===== config.mk =====
export PLATFORM = sky130hd
export DESIGN_NAME = user_input_sampler
export DESIGN_NICKNAME = d
export VERILOG_FILES = /design/src/rtl/game_pkg.sv /design/src/rtl/input_debouncer.sv /design/src/rtl/user_input_sampler.sv
export SDC_FILE = /design/constraint.sdc
export NUM_CORES = 1
export LEC_CHECK = 0
export BUFFER_PORTS_ARGS = -buffer_cell sky130_fd_sc_hd__buf_4
export CAP_MARGIN = 25
export CORE_MARGIN = 10
export CORE_UTILIZATION = 56
export DETAILED_ROUTE_END_ITERATION = 6
export PLACE_DENSITY = 0.8
export SLEW_MARGIN = 20
export SYNTH_ARGS = -nofsm -noshare
export SYNTH_HDL_FRONTEND = slang
export SYNTH_HIERARCHICAL = 1
export SYNTH_SLANG_ARGS = --single-unit
export TNS_END_PERCENT = 1

===== constraint.sdc =====
create_clock -name clk_i -period 1.8 [get_ports clk_i]
set_input_delay 0.45 -clock clk_i [delete_from_list [all_inputs] [get_ports clk_i]]
set_output_delay 0.45 -clock clk_i [all_outputs]
set_load 0.02 [all_outputs]

===== src/rtl/game_pkg.sv =====
// Shared game definitions: default widths/timing and the enter-key FSM state type.
// Used by the input sampler, the LED driver and the game core.
package game_pkg;

    localparam int SYMBOL_W_DEF        = 8;
    localparam int DEBOUNCE_CYCLES_DEF = 500000;

    typedef enum logic [1:0] {
        ST_IDLE         = 2'd0,
        ST_CAPTURE      = 2'd1,
        ST_WAIT_RELEASE = 2'd2
    } enter_state_e;

endpackage


===== src/rtl/input_debouncer.sv =====
// One-bit 2-FF synchronizer followed by a debounce counter; the output only
// follows a new level after it has been seen for DEBOUNCE_CYCLES synchronized cycles.
module input_debouncer
    import game_pkg::*;
#(
    parameter int   DEBOUNCE_CYCLES = DEBOUNCE_CYCLES_DEF,
    parameter logic RESET_VAL       = 1'b0
) (
    input  logic i_clk,
    input  logic i_srst,
    input  logic i_raw,
    output logic o_stable
);

    localparam int               CNT_W    = $clog2(DEBOUNCE_CYCLES);
    localparam logic [CNT_W-1:0] CNT_LAST = CNT_W'(DEBOUNCE_CYCLES - 1);
    localparam logic [CNT_W-1:0] CNT_ONE  = CNT_W'(1);

    logic             r_meta;
    logic             r_sync;
    logic             r_stable;
    logic [CNT_W-1:0] r_cnt;

    // Synchronize the raw level and accept it once it has held long enough.
    always_ff @(posedge i_clk) begin
        if (i_srst) begin
            r_meta   <= RESET_VAL;
            r_sync   <= RESET_VAL;
            r_stable <= RESET_VAL;
            r_cnt    <= {CNT_W{1'b0}};
        end else begin
            r_meta <= i_raw;
            r_sync <= r_meta;
            if (r_sync == r_stable) begin
                r_cnt <= {CNT_W{1'b0}};
            end else if (r_cnt == CNT_LAST) begin
                r_stable <= r_sync;
                r_cnt    <= {CNT_W{1'b0}};
            end else begin
                r_cnt <= r_cnt + CNT_ONE;
            end
        end
    end

    assign o_stable = r_stable;

endmodule


===== src/rtl/user_input_sampler.sv =====
// Debounces switches and keys, captures the switch word once per enter press
// and produces a one-cycle restart request on each restart press.
module user_input_sampler
    import game_pkg::*;
#(
    parameter int SYMBOL_W        = SYMBOL_W_DEF,
    parameter int DEBOUNCE_CYCLES = DEBOUNCE_CYCLES_DEF
) (
    input  logic                clk_i,
    input  logic                s_rst_i,
    input  logic [SYMBOL_W-1:0] switches_i,
    input  logic                key_enter_n_i,
    input  logic                key_restart_n_i,
    output logic [SYMBOL_W-1:0] user_symbol_o,
    output logic                user_symbol_valid_o,
    output logic                restart_o
);

    localparam int NUM_IN = SYMBOL_W + 2;

    logic [NUM_IN-1:0]   w_raw;
    logic [NUM_IN-1:0]   w_deb;
    logic [SYMBOL_W-1:0] w_switches;
    logic                w_enter;
    logic                w_restart;

    enter_state_e        r_state;
    enter_state_e        w_state_nxt;

    logic [SYMBOL_W-1:0] r_symbol;
    logic                r_valid;
    logic                r_restart_d;
    logic                r_restart;

    assign w_raw = {key_restart_n_i, key_enter_n_i, switches_i};

    // Keys idle high, so their debouncers reset to 1 (released).
    for (genvar g = 0; g < NUM_IN; g++) begin : g_deb
        input_debouncer #(
            .DEBOUNCE_CYCLES (DEBOUNCE_CYCLES),
            .RESET_VAL       ((g >= SYMBOL_W) ? 1'b1 : 1'b0)
        ) u_deb (
            .i_clk    (clk_i),
            .i_srst   (s_rst_i),
            .i_raw    (w_raw[g]),
            .o_stable (w_deb[g])
        );
    end

    assign w_switches = w_deb[SYMBOL_W-1:0];
    assign w_enter    = ~w_deb[SYMBOL_W];
    assign w_restart  = ~w_deb[SYMBOL_W+1];

    // Enter FSM state register.
    always_ff @(posedge clk_i) begin
        if (s_rst_i) begin
            r_state <= ST_IDLE;
        end else begin
            r_state <= w_state_nxt;
        end
    end

    // Enter FSM next-state logic: one capture per press, then wait for release.
    always_comb begin
        w_state_nxt = r_state;
        case (r_state)
            ST_IDLE: begin
                if (w_enter) begin
                    w_state_nxt = ST_CAPTURE;
                end else begin
                    w_state_nxt = ST_IDLE;
                end
            end
            ST_CAPTURE: begin
                w_state_nxt = ST_WAIT_RELEASE;
            end
            ST_WAIT_RELEASE: begin
                if (w_enter) begin
                    w_state_nxt = ST_WAIT_RELEASE;
                end else begin
                    w_state_nxt = ST_IDLE;
                end
            end
            default: begin
                w_state_nxt = ST_IDLE;
            end
        endcase
    end

    // Output registers: symbol capture, valid strobe and restart edge detect.
    always_ff @(posedge clk_i) begin
        if (s_rst_i) begin
            r_symbol    <= {SYMBOL_W{1'b0}};
            r_valid     <= 1'b0;
            r_restart_d <= 1'b0;
            r_restart   <= 1'b0;
        end else begin
            r_valid     <= (w_state_nxt == ST_CAPTURE);
            if (w_state_nxt == ST_CAPTURE) begin
                r_symbol <= w_switches;
            end else begin
                r_symbol <= r_symbol;
            end
            r_restart_d <= w_restart;
            r_restart   <= w_restart & ~r_restart_d;
        end
    end

    assign user_symbol_o       = r_symbol;
    assign user_symbol_valid_o = r_valid;
    assign restart_o           = r_restart;

endmodule

==> results.toml <==
[run_status]
outcome = "finished, violations left"
failed_checks = "negative setup slack"

[grt]
grtUsageMet2_pct = 31.17
grt_pass1_wl_mm = 37.67
grt_antenna_before_repair = 0
use_met1_pct = 21.70
busiest_layer = "met2"
grt_pass1_vias = 8305
met3_usage_pct = 2.769
grt_usage_pct = 17.66
grt_max_degree = 42
grt_overflow_total = 0

[worst_setup_path]
path_cells = "or4_4 > or4_4 > buf_4 > o21ai_4 > buf_12 > a21oi_1"
crit_family = "simple AND/OR/NAND/NOR gates"
worst-path-buf-inv = 2
critPathCaptureType = "flip-flop"
crit_path_max_fanout = 18
required_ps = 2190
worst-r2r-cell-count = 6
slowest_stage = "or4_4"
arrival_ps = 2390
cp_common_cell = "or4_4"
critPathLaunchType = "flip-flop"
critical_path_depth = 6
critPathMaxStageDelay_ps = 520
criticalPathCategory = "reg2reg"

[detailed_routing]
vias = 8835
drt_pass1_iterations = 5
dr.first_iter.drc_count = 527
wl_per_cell_um = 14.41
detail-route-antenna-nets = 0
viasPerCell = 5.741
post-route-drc-count = 0
wl_mm = 22.18

[timing]
fin_crit_ps = 1999
slew-limit-headroom_pct = 59.12
finClkSkew_ps = 8.837
max_freq_ghz = 0.5003
setup_viol = 151
fin_ws_ps = -198.8
worst_slew_pin_slew_ps = 612.3
rsz0062_at_grt = "yes"
setup_tns_ps = -8490
hold_violations = 0
period_share_pct = 111.0
final_max_slew_viol_count = 0

[synth]
synth_area_leaders = "dfxtp_1 45%, xnor2_1 8.1%, nor2_1 6.6%"
synth_top_cell_area_share_pct = 44.68
synth_top_cell_by_area = "dfxtp_1"
ys_ff_latch = 233
syn_inst = 1142
yosys_warnings = 6
mappedNetlistNets = 1164
synth_area_per_cell_um2 = 9.142
ys_seq_area_share_pct = 44.68
syn-cell-area_um2 = 10440
synth.distinct_cells = 49

[cts]
clock_latency_ps = 510
clk_pin_slew_ps = 60
htreeDepth = 1
root_buffer = "clkbuf_16"
cts_tree = "built"
cts_hold_buf = 0
cts.sinks = 233
post_cts_buffers = 0
clockBufferDepth = 3
cts-buffers-inserted = 25

[floorplanning]
dieArea_um2 = 24500
rows = 49
core-area_um2 = 18150
io_pins = 22
fp.dieW_um = 156.5
start_util_pct = 57.53
die_h_um = 156.5

[power]
power_density_nw_per_um2 = 806.8
ir_drop_mv = 0.7035
leakage_nw = 4.109

[place]
io_buffers = 21
hpwl_mm = 15.38
gp_congestion = 0.9019
postPlaceCellArea_um2 = 11780
post-place-ws_ps = -186.1

[layout]
diodes = 0
drive_above_1_share_pct = 20.00
finalInstanceArea_um2 = 12670
area_delta_synth_final_pct = 21.39
final_nets = 1316

[run]
cap_violations = 0

[min_path]
min_path_type = "in2reg"
hold_path_depth = 2
## cells in the final DEF, fill, tap and decap left out, drive strengths merged, types with 9 or more instances in the layout
cell / n
or4: 25
buf: 141
ha: 10
xnor2: 97
o31ai: 17
xor2: 46
nor3b: 10
nor2: 186
nand3: 85
and2: 16
nor4b: 10
dfxtp: 233
or2: 14
o21ai: 37
nor3: 26
or4b: 16
or3b: 9
or3: 17
nor2b: 16
and4: 19
nand2b: 9
a21oi: 43
nor4: 31
inv: 25
nand4: 58
mux2i: 9
nand2: 45
clkbuf: 35
## flip-flops by register name, summed over array words and instances, names as in the netlist
signal and flops:
r_state 2, user_symbol_valid_o 1, user_symbol_o 8, g_deb.u_deb/r_cnt 190, restart_o 1, r_restart_d 1, g_deb.u_deb/r_sync 10, g_deb.u_deb/o_stable 10
g_deb.u_deb/r_meta 10
## layer usage
metal	vias up	wire, um
met3	37	1049
met2	212	10960
li1	4401	-
met1	4185	9694
met5	-	0
met4	0	469
## Yosys cell counts (all sizes together)
master   count
or3b         9
nor4b       10
or4         25
nor3        26
or3         17
nor2       186
nand3       85
xnor2       97
or2         14
nand2b       9
or4b        16
and4bb       1
o221ai       3
nor2b       16
a21oi       43
nand2       45
clkbuf       4
mux2i        9
o21ai       37
inv         24
ha          10
and2        16
dfxtp      233
nor3b       10
nand4bb      8
nand4       58
xor2        46
o211ai       2
and4        19
and3         4
buf         12
o31ai       17
nor4        31
## per-stage QoR
step | std cells | total power (W) | hold WS [ps] | utilization, %
after floorplan | 1142 | 0.005384 | 370.9 | -
after global placement | 1496 | 0.005463 | 383.3 | 64.93
after detailed placement | 1496 | 0.005466 | 389.9 | 64.93
after CTS | 1539 | 0.01034 | 101.4 | 69.42
after global routing | 1539 | 0.01058 | 110.4 | 69.84
final | 1539 | 0.01023 | 122.7 | 69.84
## cell families (layout without fill, tap and decap cells)
| family | count (synthesis) | count (layout) | share of synthesized area (%) |
|---|---|---|---|
| xor+xnor | 143 | 143 | 12.00 |
| buf+inv | 40 | 208 | 1.726 |
| mux | 9 | 9 | 0.8629 |
| fa+ha+maj | 10 | 10 | 1.198 |
| flops | 233 | 233 | 44.68 |
| compound gates | 102 | 102 | 6.496 |
| simple gates | 605 | 605 | 33.04 |
## cell type report
| cell class | instances | area, um2 |
|---|---|---|
| Multi-Input combinational cell | 869 | 5677 |
| Fill cell | 1310 | 5474 |
| Sequential cell | 233 | 4679 |
| Timing Repair Buffer | 141 | 1154 |
| Clock buffer | 35 | 713.2 |
| Tap cell | 229 | 286.5 |
| Inverter | 24 | 90.09 |
| Clock inverter | 8 | 73.82 |
## power by group
group / internal, W / switching, W
Sequential: 0.00518 / 0.0000161
Combinational: 0.0000738 / 0.0000786
Clock: 0.00289 / 0.00198
## path summary, 6_finish.rpt
| check | startpoint | end | slack [ps] |
|---|---|---|---|
| worst max register to register | g_deb[5].u_deb/r_cnt[12]$_SDFF_PP0_ | g_deb[5].u_deb/r_cnt[18]$_SDFF_PP0_ | -200 |
| worst min register to register | r_restart_d$_SDFF_PP0_ | restart_o$_SDFF_PP0_ | 400 |
| worst max-delay path | g_deb[5].u_deb/r_cnt[12]$_SDFF_PP0_ | g_deb[5].u_deb/r_cnt[18]$_SDFF_PP0_ | -200 |
| worst min-delay path | key_enter_n_i | g_deb[8].u_deb/r_meta$_SDFF_PP1_ | 120 |
## what timing repair did
| action | in CTS | in global routing |
|---|---|---|
| gates resized for setup | 14 | 18 |
| pin swaps | 0 | 8 |
| setup endpoints to repair | 152 | 157 |
| endpoints found under the hold margin | 0 | 0 |
| cloned | 0 | 0 |
(Power assumes the default switching activity.)
